[src/rtl/multicycle_ctrl_v4.sv]
// ---------------------------------------------------------------------------
// multicycle_ctrl_v4
//
// Control FSM for the multi-cycle 4-bit-opcode processor. It sequences
// fetch / decode / execute / writeback and adds:
//   - memory wait states via mem_ready (FETCH, LD_MEM, ST_MEM),
//   - a resumable STOP state (exit on run),
//   - a sticky TRAP state for illegal opcodes (exit on reset only),
//   - optional saturating performance counters.
//
// Configuration macro:
//   MULTICYCLE_PERF_CNT_EN  defined   -> cycle_count / instr_count implemented
//                           undefined -> no counter flops, counters tie to 0
//
// Parameters:
//   OPW    opcode width (>= 4); bits [OPW-1:4] must be zero for a legal opcode
//   CNT_W  width of each performance counter
//
// Ports:
//   clock        in   system clock, rising edge
//   reset        in   asynchronous active-low reset
//   instr        in   opcode field of the IR
//   N, Z         in   ALU flags
//   mem_ready    in   memory completes the current access this cycle
//   run          in   resumes execution from STOP
//   PCwrite .. FlagWrite  out  1-bit datapath controls
//   ALU2, ALUop  out  ALU operand-B select, ALU operation
//   halted       out  FSM is in STOP
//   illegal      out  FSM is in TRAP
//   cycle_count, instr_count  out  performance counters
// ---------------------------------------------------------------------------
module multicycle_ctrl_v4 #(
    parameter int OPW   = 4,
    parameter int CNT_W = 16
) (
    input  logic             clock,
    input  logic             reset,
    input  logic [OPW-1:0]   instr,
    input  logic             N,
    input  logic             Z,
    input  logic             mem_ready,
    input  logic             run,
    output logic             PCwrite,
    output logic             MemRead,
    output logic             MemWrite,
    output logic             IRload,
    output logic             R1Sel,
    output logic             MDRload,
    output logic             R1R2Load,
    output logic             ALU1,
    output logic             ALUOutWrite,
    output logic             RFWrite,
    output logic             RegIn,
    output logic             FlagWrite,
    output logic [2:0]       ALU2,
    output logic [2:0]       ALUop,
    output logic             halted,
    output logic             illegal,
    output logic [CNT_W-1:0] cycle_count,
    output logic [CNT_W-1:0] instr_count
);

    typedef enum logic [3:0] {
        S_RST,
        S_FETCH,
        S_DECODE,
        S_ASN,
        S_SHIFT,
        S_WB,
        S_ORI_RD,
        S_ORI_EX,
        S_ORI_WB,
        S_LD_MEM,
        S_LD_WB,
        S_ST_MEM,
        S_BR,
        S_STOP,
        S_TRAP
    } state_t;

    state_t     state_q;
    state_t     state_d;
    logic [3:0] op;
    logic       op_hi_nz;

    assign op = instr[3:0];

    // Upper opcode bits only exist when OPW > 4; any set bit there is illegal.
    generate
        if (OPW > 4) begin : g_hi
            assign op_hi_nz = |instr[OPW-1:4];
        end else begin : g_no_hi
            assign op_hi_nz = 1'b0;
        end
    endgenerate

    // ---------------- state register ----------------
    always_ff @(posedge clock or negedge reset) begin
        if (!reset) begin
            state_q <= S_RST;
        end else begin
            state_q <= state_d;
        end
    end

    // ---------------- next-state logic ----------------
    always_comb begin
        state_d = state_q;
        case (state_q)
            S_RST:    state_d = S_FETCH;
            S_FETCH:  state_d = mem_ready ? S_DECODE : S_FETCH;
            S_DECODE: begin
                if (op_hi_nz) begin
                    state_d = S_TRAP;
                end else begin
                    casez (op)
                        4'b0100, 4'b0110, 4'b1000: state_d = S_ASN;
                        4'b?011:                   state_d = S_SHIFT;
                        4'b?111:                   state_d = S_ORI_RD;
                        4'b0000:                   state_d = S_LD_MEM;
                        4'b0010:                   state_d = S_ST_MEM;
                        4'b1101, 4'b0101, 4'b1001: state_d = S_BR;
                        4'b1010:                   state_d = S_FETCH;
                        4'b0001:                   state_d = S_STOP;
                        default:                   state_d = S_TRAP;
                    endcase
                end
            end
            S_ASN:    state_d = S_WB;
            S_SHIFT:  state_d = S_WB;
            S_WB:     state_d = S_FETCH;
            S_ORI_RD: state_d = S_ORI_EX;
            S_ORI_EX: state_d = S_ORI_WB;
            S_ORI_WB: state_d = S_FETCH;
            S_LD_MEM: state_d = mem_ready ? S_LD_WB : S_LD_MEM;
            S_LD_WB:  state_d = S_FETCH;
            S_ST_MEM: state_d = mem_ready ? S_FETCH : S_ST_MEM;
            S_BR:     state_d = S_FETCH;
            S_STOP:   state_d = run ? S_FETCH : S_STOP;
            S_TRAP:   state_d = S_TRAP;
            default:  state_d = S_RST;
        endcase
    end

    // ---------------- output logic ----------------
    always_comb begin
        PCwrite     = 1'b0;
        MemRead     = 1'b0;
        MemWrite    = 1'b0;
        IRload      = 1'b0;
        R1Sel       = 1'b0;
        MDRload     = 1'b0;
        R1R2Load    = 1'b0;
        ALU1        = 1'b0;
        ALUOutWrite = 1'b0;
        RFWrite     = 1'b0;
        RegIn       = 1'b0;
        FlagWrite   = 1'b0;
        ALU2        = 3'b000;
        ALUop       = 3'b000;
        halted      = 1'b0;
        illegal     = 1'b0;
        case (state_q)
            S_FETCH: begin
                MemRead = 1'b1;
                ALU2    = 3'b001;
                PCwrite = mem_ready;
                IRload  = mem_ready;
            end
            S_DECODE: R1R2Load = 1'b1;
            S_ASN: begin
                ALU1        = 1'b1;
                ALUOutWrite = 1'b1;
                FlagWrite   = 1'b1;
                case (op)
                    4'b0110: ALUop = 3'b001;
                    4'b1000: ALUop = 3'b011;
                    default: ALUop = 3'b000;
                endcase
            end
            S_SHIFT: begin
                ALU1        = 1'b1;
                ALU2        = 3'b100;
                ALUop       = 3'b100;
                ALUOutWrite = 1'b1;
                FlagWrite   = 1'b1;
            end
            S_WB: RFWrite = 1'b1;
            S_ORI_RD: begin
                R1Sel    = 1'b1;
                R1R2Load = 1'b1;
            end
            S_ORI_EX: begin
                ALU1        = 1'b1;
                ALU2        = 3'b011;
                ALUop       = 3'b010;
                ALUOutWrite = 1'b1;
                FlagWrite   = 1'b1;
            end
            S_ORI_WB: begin
                R1Sel   = 1'b1;
                RFWrite = 1'b1;
            end
            S_LD_MEM: begin
                MemRead = 1'b1;
                MDRload = mem_ready;
            end
            S_LD_WB: begin
                RegIn       = 1'b1;
                RFWrite     = 1'b1;
                ALUOutWrite = 1'b1;
            end
            S_ST_MEM: MemWrite = 1'b1;
            S_BR: begin
                ALU2 = 3'b010;
                // bpz: 1101, bz: 0101, bnz: 1001
                case (op)
                    4'b1101: PCwrite = ~N;
                    4'b0101: PCwrite = Z;
                    4'b1001: PCwrite = ~Z;
                    default: PCwrite = 1'b0;
                endcase
            end
            S_STOP:  halted  = 1'b1;
            S_TRAP:  illegal = 1'b1;
            default: ;
        endcase
    end

    // ---------------- performance counters ----------------
`ifdef MULTICYCLE_PERF_CNT_EN
    logic [CNT_W-1:0] cyc_q;
    logic [CNT_W-1:0] ins_q;
    logic             cyc_en;
    logic             ins_en;

    assign cyc_en = (state_q != S_RST) && (state_q != S_STOP) && (state_q != S_TRAP);
    assign ins_en = (state_q == S_FETCH) && mem_ready;

    // Counters hold at all-ones instead of wrapping.
    always_ff @(posedge clock or negedge reset) begin
        if (!reset) begin
            cyc_q <= '0;
            ins_q <= '0;
        end else begin
            if (cyc_en && (cyc_q != '1)) begin
                cyc_q <= cyc_q + 1'b1;
            end
            if (ins_en && (ins_q != '1)) begin
                ins_q <= ins_q + 1'b1;
            end
        end
    end

    assign cycle_count = cyc_q;
    assign instr_count = ins_q;
`else
    assign cycle_count = '0;
    assign instr_count = '0;
`endif

endmodule

[config.mk]
export PLATFORM = sky130hd
export DESIGN_NAME = multicycle_ctrl_v4
export DESIGN_NICKNAME = d
export VERILOG_FILES = /design/src/rtl/multicycle_ctrl_v4.sv
export SDC_FILE = /design/constraint.sdc
export NUM_CORES = 1
export LEC_CHECK = 0
export CAP_MARGIN = 0
export CORE_MARGIN = 2
export CORE_UTILIZATION = 37
export DETAILED_ROUTE_END_ITERATION = 6
export PLACE_DENSITY = 0.86
export SLEW_MARGIN = 20
export SYNTH_ARGS = -nofsm -noshare
export SYNTH_HDL_FRONTEND = slang
export SYNTH_SLANG_ARGS = --single-unit
[constraint.sdc]
create_clock -name clock -period 2.3 [get_ports clock]
set_clock_uncertainty 0.15 [all_clocks]
set_input_delay 0.23 -clock clock [delete_from_list [all_inputs] [get_ports clock]]
set_output_delay 0.23 -clock clock [all_outputs]
set_load 0.1 [all_outputs]
==> results.txt, run 1 <==
----------------------------------------------------
[Place]
  Total half-perimeter wirelength after legalization and detailed placement ... 1831 um
  Port Buf Inserts ... 29
  Post-place instance area ... 1316 um^2
  GPL Wtd Cong ... 0.7678
  Post-placement cell count ... 170

[Floorplan]
  Area of the die ... 2707 um^2
  Placeable core region ... roughly 2200 um^2
  Die Width ... 52.03 um
  Number of I/O pins ... 62
  Number of placement rows ... 17
  Vertical extent of the die ... between 50 and 60 um
  Initial core utilization ... 0.3895

[Synth]
  Top area cells in the synthesized netlist ... sky130_fd_sc_hd__buf_4 (30%), sky130_fd_sc_hd__dfrtp_1 (12%), sky130_fd_sc_hd__nor2_1 (6.2%), sky130_fd_sc_hd__a21oi_1 (4.1%), sky130_fd_sc_hd__nand2_1 (4.0%)
  Avg Cell Area, Syn ... 7.111 um^2
  Share of synthesized flip-flops with an asynchronous set or reset ... 1.000
  Seq/Total Area, Yosys ... 0.1173
  Share of the synthesized area in the top cell type ... 0.2991
  Synthesized area ... 853.3 um^2
  Yosys warning total ... 0
  Post-synthesis sequential element count ... 4
  Number of flops mapped to enable cells by yosys ... 0
  Leading area contributor after synthesis ... sky130_fd_sc_hd__buf_4
  Most repeated cell in the gate-level netlist after synthesis ... sky130_fd_sc_hd__buf_4
  Gate count of the mapped netlist ... 120
  Most used flip-flop cell after synthesis ... sky130_fd_sc_hd__dfrtp_1
  Top cell types by occurrence after synthesis ... sky130_fd_sc_hd__buf_4 (34), sky130_fd_sc_hd__nor2_1 (14), sky130_fd_sc_hd__nand2_1 (9)
  Distinct cell type count after synthesis ... 38

[Clock tree]
  Clk Latency, worst-skew pair ... 0.24 ns
  Register clock-pin slew on the reported worst setup and hold paths ... 0.04 ns
  Longest Clk Path Bufs ... 2
  Clock tree from TritonCTS ... done
  Root Buffer ... sky130_fd_sc_hd__clkbuf_4
  TritonCTS buffer count ... 3
  Number of buffers inserted by post-CTS setup repair ... 0
  H-tree levels ... 1
  Clock Sinks ... 4

[Detailed routing]
  Count of antenna-violating nets left after detailed routing ... 0
  First-pass iteration count of the detailed router ... 4
  Wire length reported by the detailed router ... 2170 um
  Highest routing layer actually used ... met4
  First-iteration detailed-routing DRC count ... 13
  Met3 WL post-DR ... 184 um
  Residual DRC count ... 0
  Vias post-DR ... between 800 and 900
  Length of routed met2 wiring ... 1195 um
  Per-cell routed wire length ... 12.54 um
  Routed vias/inst ... around 4.7
  Sum of routed wire segments on met1 ... 770 um

[Setup path]
  Critical R2R Launch ... state_q[1]
  Cells on worst reg2reg path ... 5
  Endpoint of the worst-slack reg-to-reg timing path ... state_q[0]
  Reg-to-reg slack, setup ... approximately 0.56 ns
  Type of destination of the critical path ... primary output
  Worst-path fanout max ... 11
  CP Launch Type ... flip-flop
  CP endpoint ... ALUop[0]
  Required time of the worst setup path ... 1.92 ns
  Critical path start-end classification ... reg -> out
  Origin of the worst setup path ... state_q[3]
  Arr. time, crit path ... 1.81 ns

[Final layout]
  Final instance count without filler cells ... 173
  Antenna Cells ... 0
  Area of all placed cells without fillers ... around 1300 um^2
  Layout Nets ... 157
  Fraction of layout instances using a drive strength above 1 ... 0.3586
  Layout Area Growth over Synthesis ... 57.04%
  Filler Cell Count ... 192
  Most flops, register ... state_q
  Biggest registers after layout ... state_q (4)
  Number of flip-flops in the largest register ... 4

[Timing]
  Slew at the pin with the worst max-slew slack ... 0.5149 ns
  Final clock period utilization by the worst path ... 0.9500
  Finish-stage setup viols ... 0
  Fin. Hold Viols ... 0
  Unrepaired setup endpoints after global routing ... no
  Minimum clock period after layout ... 2.185 ns
  Worst rel slew slack ... 0.6567
  Maximum clock frequency ... about 0.46 GHz
  Final slew viol count ... 0

[Global routing]
  Antenna violations before repair ... 0
  Final global-route overflow total ... 0
  Number of global-route vias before repair ... 770
  Maximum number of pins on one net before global-route repair ... 16
  Overall Global Routing Usage ... 0.1668
  Wire length of the first global-routing pass ... 3367 um

[Hold path]
  Worst hold path type ... in -> async

[Job]
  Max-capacitance violation count ... 0

[Run status]
  Result of the run ... complete, no violations

----------------------------------------------------
-- layout make-up --
cell class / instances / area (um^2) / area share
clock buffers: 3 / 22.52 / 0.01681
inverters: 1 / 3.754 / 0.002801
multi-input cells: 104 / 656.9 / 0.4902
repair buffers: 33 / 520.5 / 0.3884
well taps: 28 / 35.03 / 0.02614
flip-flops and latches: 4 / 101.3 / 0.07563
-- how the worst min path moves through the flow --
stage                             to  slack (ns)  cells past startpoint
after detailed placement  state_q[0]        0.29                      1
final                     state_q[2]        0.04                      1
after global routing      state_q[3]        0.06                      1
after floorplan           state_q[0]       -0.22                      0
after CTS                 state_q[0]        0.04                      1
after global placement    state_q[0]        0.29                      1
-- kinds of logic (layout without fill, tap and decap cells) --
logic type / count (synthesis) / in the layout / synth area share
AO/OA/AOI/OAI: 20 / 20 / 0.1613
XOR/XNOR: 2 / 2 / 0.02053
buffers and inverters: 43 / 37 / 0.3563
flip-flops: 4 / 4 / 0.1173
multiplexers: 2 / 2 / 0.02493
other: 1 / 32 / 0.004395
AND/OR/NAND/NOR: 48 / 48 / 0.3153
-- layer usage --
metal / track usage / up-vias
met2: 0.3228 / 41
met5: 0 / -
li1: - / 390
met3: 0.04598 / 4
met1: 0.1722 / 372
met4: 0.04386 / 0
-- stage by stage --
stage                     hold WS, ns  TNS, ns  setup slack [ns]  utilization
after global routing          0.05501        0          0.001417       0.6117
after CTS                     0.03977        0            0.1157       0.6111
final                         0.04045        0            0.1150       0.6117
after global placement         0.2867        0            0.2745       0.6008
after detailed placement       0.2905        0            0.1987       0.6008
after floorplan               -0.2156  -0.9936           -0.4739            -
-- critical path, cell delays in order, from the launching register on --
cell                      delay, ns
sky130_fd_sc_hd__dfrtp_1       0.55
sky130_fd_sc_hd__buf_4         0.25
sky130_fd_sc_hd__nor2_1        0.19
sky130_fd_sc_hd__nor4b_2       0.35
sky130_fd_sc_hd__buf_12        0.22
-- layout by cell type (no fill, tap or decap), drive strengths merged, types with 2 or more instances in the layout --
cell type / n
a21oi: 8
dfrtp: 4
or2: 2
nand3: 2
clkbuf: 3
nor3: 2
buf: 24
xor2: 2
conb: 32
clkdlybuf4s50: 9
o211ai: 4
nor4b: 2
nor2: 14
nor3b: 4
nand2: 9
a211oi: 2
nand2b: 5
nor2b: 3
-- timing repair --
item / CTS / global route
endpoints found under the hold margin: 0 / 0
resized for setup: 0 / 1
hold buffers: 0 / 0
setup endpoints to repair: 0 / 2
Power of run 1 is not shown: default switching activity piles up to over one toggle a cycle in this logic, so the estimate is an artifact.
==> inputs of run 2 (changes only) <==
--- a/config.mk
+++ b/config.mk
@@ -6,6 +6,7 @@
 export NUM_CORES = 1
 export LEC_CHECK = 0
 export CAP_MARGIN = 0
+export CORE_ASPECT_RATIO = 1.5
 export CORE_MARGIN = 2
 export CORE_UTILIZATION = 37
 export DETAILED_ROUTE_END_ITERATION = 6
==> run 2 against run 1 <==
  * Utilization down 0.79 points
  * Wire length is 11% lower
  * Fmax is 1.2% higher
  * Largest cell class unchanged
  * Setup slack improved by 0.025 ns
  * Register-to-register slack better by 0.12 ns
  * Critical endpoint is now ALU2[1]
  * Critical path depth grew 1
  * Global-route usage decreased by 1.9 points
  * First-iteration DRC count decreased by 23%
==> results.txt, run 2 (synthesized netlist as in run 1, its figures left out) <==
----------------------------------------------------
[Detailed routing]
  Routed vias/inst ... 4.815 (+3.2%)
  Vias post-DR ... 809 (+0.25%)
  First-iteration detailed-routing DRC count ... 10 (-3)
  Residual DRC count ... 0 (unchanged)
  Count of antenna-violating nets left after detailed routing ... 0 (unchanged)
  Per-cell routed wire length ... 11.48 um (-8.5%)
  Wire length reported by the detailed router ... 1929 um (-11%)
  First-pass iteration count of the detailed router ... 4 (unchanged)

[Global routing]
  Wire length of the first global-routing pass ... 3146 um (-6.6%)
  Number of global-route vias before repair ... 751 (-2.5%)
  Maximum number of pins on one net before global-route repair ... 16 (unchanged)
  Final global-route overflow total ... 0 (unchanged)
  Antenna violations before repair ... 0 (unchanged)
  Overall Global Routing Usage ... 0.1478 (-0.01896)

[Setup path]
  Slowest stage cell on the critical path ... sky130_fd_sc_hd__dfrtp_1
  Worst-path fanout max ... 13 (+2)
  CP Buf/Inv Count ... 2 (unchanged)
  Family with the most delay on the worst path ... flip-flops
  Critical path start-end classification ... reg -> out
  Delay of the slowest critical-path stage ... 0.59 ns (+0.04 ns)
  Required time of the worst setup path ... 1.92 ns (about the same)
  CP Launch Type ... flip-flop
  Type of destination of the critical path ... primary output
  Cells traversed along the worst timing path ... buf_4 -> nor2b_1 -> nand2_1 -> a21boi_2 -> buf_12
  Arr. time, crit path ... 1.78 ns (-0.03 ns)

[Final layout]
  Core utilization of the finished layout ... 0.6037 (-0.007909)
  Antenna Cells ... 0 (unchanged)
  Biggest registers after layout ... state_q (4)
  Most flops, register ... state_q
  Leading cell types in the layout, fill and taps excluded ... sky130_fd_sc_hd__conb_1 (32), sky130_fd_sc_hd__buf_12 (20), sky130_fd_sc_hd__nand2_1 (9), sky130_fd_sc_hd__clkdlybuf4s50_1 (9), sky130_fd_sc_hd__nor2_1 (8)
  Multi-input gate area ... 656.9 um^2 (unchanged)
  Area of all placed cells without fillers ... 1333 um^2 (-0.56%)
  Layout Area Growth over Synthesis ... 56.16%
  Fraction of layout instances using a drive strength above 1 ... 0.3517 (-0.006897)
  Layout Nets ... 157 (unchanged)
  Filler Cell Count ... 196 (+2.1%)
  Most common cell after layout, fill and taps aside ... sky130_fd_sc_hd__conb_1
  Total area of sequential cells ... 100.1 um^2 (-1.2%)
  Number of flip-flops in the largest register ... 4 (unchanged)

[Timing]
  Fin. Hold Viols ... 0 (unchanged)
  Worst rel slew slack ... 0.6624 (+0.005708)
  Finish-stage setup viols ... 0 (unchanged)
  Minimum clock period after layout ... 2.160 ns (-0.02489 ns)
  Final slew viol count ... 0 (unchanged)
  Unrepaired setup endpoints after global routing ... no
  Maximum clock frequency ... 0.4629 GHz (+1.2%)
  Slew at the pin with the worst max-slew slack ... 0.5063 ns (-0.008561 ns)
  Final clock period utilization by the worst path ... 0.9392 (-0.01082)

[Clock tree]
  Register clock-pin slew on the reported worst setup and hold paths ... 0.04 ns (about the same)
  Clock tree from TritonCTS ... done
  Longest Clk Path Bufs ... 2 (unchanged)
  Number of buffers inserted by post-CTS setup repair ... 0 (unchanged)
  Clock Sinks ... 4 (unchanged)
  H-tree levels ... 1 (unchanged)
  Cells resized by post-CTS repair ... 0 (unchanged)
  Clk Latency, worst-skew pair ... 0.24 ns (about the same)
  TritonCTS buffer count ... 3 (unchanged)
  Root Buffer ... sky130_fd_sc_hd__clkbuf_4
  Post-CTS Hold Fix Bufs ... 0 (unchanged)

[Job]
  Max-capacitance violation count ... 0 (unchanged)

[Floorplan]
  Placeable core region ... 2207 um^2 (+0.74%)
  Vertical extent of the die ... 62.82 um (+21%)
  Number of I/O pins ... 62 (unchanged)
  Initial core utilization ... 0.3866 (-0.002870)
  Number of placement rows ... 21 (+4)
  Area of the die ... 2714 um^2 (+0.28%)
  Die Width ... 43.21 um (-17%)

[Run status]
  Result of the run ... complete, no violations

[Place]
  Post-place instance area ... 1310 um^2 (-0.47%)
  Total half-perimeter wirelength after legalization and detailed placement ... 1641 um (-10%)
  Port Buf Inserts ... 29 (unchanged)
  GPL Wtd Cong ... 0.7941 (+3.4%)

[Hold path]
  Worst hold path type ... in -> async

----------------------------------------------------
## run 2: cell types whose count changed in the layout (fill, tap and decap cells not counted)
cell / previous run / this run
sky130_fd_sc_hd__dfrtp_1: 3 / 4
sky130_fd_sc_hd__dfrtp_2: 1 / 0
## run 2: path summary, 6_finish.rpt
path / startpoint / to / slack [ns] / cells after the start
setup / recovery: state_q[1] / ALU2[1] / 0.14 / 5
hold / removal: reset / state_q[1] / 0.04 / 1
setup reg to reg: state_q[0] / state_q[1] / 0.68 / 3
hold reg to reg: state_q[1] / state_q[3] / 0.64 / 2
max in group asynchronous: reset / state_q[3] / 1.80 / 1
min in group clock: mem_ready / state_q[0] / 0.55 / 2
## run 2: worst register-to-register path: cells and delay by family (launching register included)
family,cells,cell delay [ns]
DFF,1,0.54
and+or+nand+nor,2,0.77
AOI/OAI and AO/OA,1,0.07
## run 2: stage by stage
step	std cells	setup slack [ns]	hold slack [ns]	setup TNS [ns]
after floorplan	151	-0.4739	-0.2156	-0.9936
after global placement	165	0.2849	0.2853	0
after detailed placement	165	0.1496	0.2889	0
after CTS	168	0.1068	0.03780	0
after global routing	168	0.006267	0.04690	0
final	168	0.1399	0.03910	0
## run 2: layer usage
| metal | global-route usage | vias up | share of wire |
|---|---|---|---|
| met4 | 0.04924 | 0 | 0.0093 |
| met3 | 0.02023 | 2 | 0.081 |
| li1 | - | 388 | - |
| met1 | 0.1479 | 374 | 0.32 |
| met2 | 0.2910 | 45 | 0.58 |
| met5 | 0 | - | 0 |
## run 2: cell type report
type | count | area share
inverters | 1 | 0.002817
multi-input cells | 104 | 0.4930
repair buffers | 33 | 0.3906
clock buffers | 3 | 0.01690
well taps | 23 | 0.02160
flip-flops and latches | 4 | 0.07512
Power of run 2 is left out for the same reason.
==> inputs of run 3 (changes only) <==
--- a/config.mk
+++ b/config.mk
@@ -8,9 +8,10 @@
 export CAP_MARGIN = 0
 export CORE_ASPECT_RATIO = 1.5
 export CORE_MARGIN = 2
-export CORE_UTILIZATION = 37
+export CORE_UTILIZATION = 38
+export CTS_BUF_LIST = sky130_fd_sc_hd__clkbuf_4
 export DETAILED_ROUTE_END_ITERATION = 6
-export PLACE_DENSITY = 0.86
+export PLACE_DENSITY = 0.88
 export SLEW_MARGIN = 20
 export SYNTH_ARGS = -nofsm -noshare
 export SYNTH_HDL_FRONTEND = slang
==> run 3 against run 2 <==
  * Largest cell class unchanged
  * Sequential cell count did not move
  * Critical path depth fell by 1
  * Fmax fell by 1.9%
==> results.txt, run 3 (synthesized netlist as in run 1, its figures left out) <==
----------------------------------------------------
[Hold path]
  Worst hold path type ... in -> async

[Clock tree]
  Root Buffer ... sky130_fd_sc_hd__clkbuf_4
  Clk Latency, worst-skew pair ... 0.24 ns (about the same)
  Post-CTS Hold Fix Bufs ... 0 (unchanged)
  Number of buffers inserted by post-CTS setup repair ... 0 (unchanged)
  H-tree levels ... 1 (unchanged)
  Register clock-pin slew on the reported worst setup and hold paths ... 0.04 ns (about the same)
  Clock Sinks ... 4 (unchanged)
  TritonCTS buffer count ... 3 (unchanged)
  Cells resized by post-CTS repair ... 0 (unchanged)
  Longest Clk Path Bufs ... 2 (unchanged)
  Clock tree from TritonCTS ... done

[Final layout]
  Layout Area Growth over Synthesis ... 56.16% (unchanged)
  Number of flip-flops in the largest register ... 4 (unchanged)
  Most flops, register ... state_q
  Leading cell types in the layout, fill and taps excluded ... sky130_fd_sc_hd__conb_1 (32), sky130_fd_sc_hd__buf_12 (20), sky130_fd_sc_hd__nand2_1 (9), sky130_fd_sc_hd__clkdlybuf4s50_1 (9), sky130_fd_sc_hd__nor2_1 (8)
  Most common cell after layout, fill and taps aside ... sky130_fd_sc_hd__conb_1
  Layout Nets ... 157 (unchanged)
  Antenna Cells ... 0 (unchanged)
  Fraction of layout instances using a drive strength above 1 ... 0.3517 (unchanged)
  Biggest registers after layout ... state_q (4)
  Core utilization of the finished layout ... 0.6110 (+0.007274)
  Filler Cell Count ... 198 (+1.0%)

[Global routing]
  Wire length of the first global-routing pass ... 2953 um (-6.1%)
  Busiest metal layer after global routing ... met2
  Maximum number of pins on one net before global-route repair ... 14 (-2)
  Overall Global Routing Usage ... 0.1507 (+0.002915)
  Antenna violations before repair ... 0 (unchanged)
  Met2 routing resource usage after global routing ... 0.3095 (+0.01848)
  Met3 routing resource usage after global routing ... 0.01734 (-0.002890)
  Number of global-route vias before repair ... 742 (-1.2%)
  GRT met1 Usage ... 0.1333 (-0.01455)
  Final global-route overflow total ... 0 (unchanged)

[Job]
  Max-capacitance violation count ... 0 (unchanged)

[Place]
  Minimum setup slack after placement ... 0.2296 ns (+0.07998 ns)
  Port Buf Inserts ... 29 (unchanged)
  Total half-perimeter wirelength after legalization and detailed placement ... 1713 um (+4.3%)
  GPL Wtd Cong ... 0.7758 (-2.3%)

[Detailed routing]
  Per-cell routed wire length ... 12.33 um (+7.4%)
  Routed vias/inst ... 4.976 (+3.3%)
  Vias post-DR ... 836 (+3.3%)
  Wire length reported by the detailed router ... 2072 um (+7.4%)
  Count of antenna-violating nets left after detailed routing ... 0 (unchanged)
  First-pass iteration count of the detailed router ... 4 (unchanged)
  First-iteration detailed-routing DRC count ... 35 (+25)
  Residual DRC count ... 0 (unchanged)

[Floorplan]
  Vertical extent of the die ... 62.04 um (-1.2%)
  Number of placement rows ... 21 (unchanged)
  Initial core utilization ... 0.3913 (+0.004658)
  Area of the die ... 2648 um^2 (-2.4%)
  Die Width ... 42.69 um (-1.2%)
  Number of I/O pins ... 62 (unchanged)
  Placeable core region ... 2181 um^2 (-1.2%)

[Timing]
  Fin. Hold Viols ... 0 (unchanged)
  Summed negative setup slack over all endpoints ... 0 ns (unchanged)
  Final slew viol count ... 0 (unchanged)
  Unrepaired setup endpoints after global routing ... no
  Minimum clock period after layout ... 2.203 ns (+0.04246 ns)
  Final clock period utilization by the worst path ... 0.9576 (+0.01846)
  Finish-stage setup viols ... 0 (unchanged)
  Maximum clock frequency ... 0.4540 GHz (-1.9%)
  Final setup slack of the worst path ... 0.09742 ns (-0.04246 ns)

[Setup path]
  Endpoint of the worst-slack reg-to-reg timing path ... state_q[2]
  Worst-path fanout max ... 10 (-3)
  Arr. time, crit path ... 1.82 ns (+0.04 ns)
  CP Launch Type ... flip-flop
  Cells on worst reg2reg path ... 5 (+2)
  Required time of the worst setup path ... 1.92 ns (about the same)
  Type of destination of the critical path ... primary output
  Critical R2R Launch ... state_q[0]
  Critical path start-end classification ... reg -> out
  Reg-to-reg slack, setup ... 0.56 ns (-0.12 ns)

[Run status]
  Result of the run ... complete, no violations

----------------------------------------------------
==> run 3: routing by layer <==
metal | routed length [um] | share of wire | vias up
li1 | - | - | 387
met1 | 668 | 0.32 | 393
met2 | 1199 | 0.58 | 54
met3 | 184 | 0.089 | 2
met4 | 19 | 0.0092 | 0
met5 | 0 | 0 | -
==> run 3: through the flow <==
step / instance area (um^2) / std cells / hold slack [ns]
2_1_floorplan: 1082 / 151 / -0.2156
3_3_place_gp: 1310 / 165 / 0.2855
3_5_place_dp: 1310 / 165 / 0.2925
4_1_cts: 1333 / 168 / 0.04231
5_1_grt: 1333 / 168 / 0.04881
6_report: 1333 / 168 / 0.04366
==> run 3: area by class of cell <==
| type | count | area [um^2] | share of cell area |
|---|---|---|---|
| multi-input cells | 104 | 656.9 | 0.4930 |
| repair buffers | 33 | 520.5 | 0.3906 |
| inverters | 1 | 3.754 | 0.002817 |
| flip-flops and latches | 4 | 100.1 | 0.07512 |
| clock buffers | 3 | 22.52 | 0.01690 |
| well taps | 23 | 28.78 | 0.02160 |
==> run 3: worst max-delay path by stage <==
stage	startpoint	to	slack, ns
after floorplan	state_q[2]	ALUop[0]	-0.47
after global placement	instr[3]	ALUop[0]	0.28
after detailed placement	instr[3]	ALUop[0]	0.23
after CTS	state_q[3]	ALUop[0]	0.08
after global routing	state_q[2]	ALUop[0]	0.004
final	state_q[3]	ALUop[0]	0.1
==> run 3: worst max-delay path, stage by stage, from the launching register on <==
cell and delay (ns):
sky130_fd_sc_hd__dfrtp_1 0.54, sky130_fd_sc_hd__buf_4 0.25, sky130_fd_sc_hd__nor2_1 0.22, sky130_fd_sc_hd__nor4b_2 0.36, sky130_fd_sc_hd__buf_12 0.22
Power of run 3 is left out for the same reason.
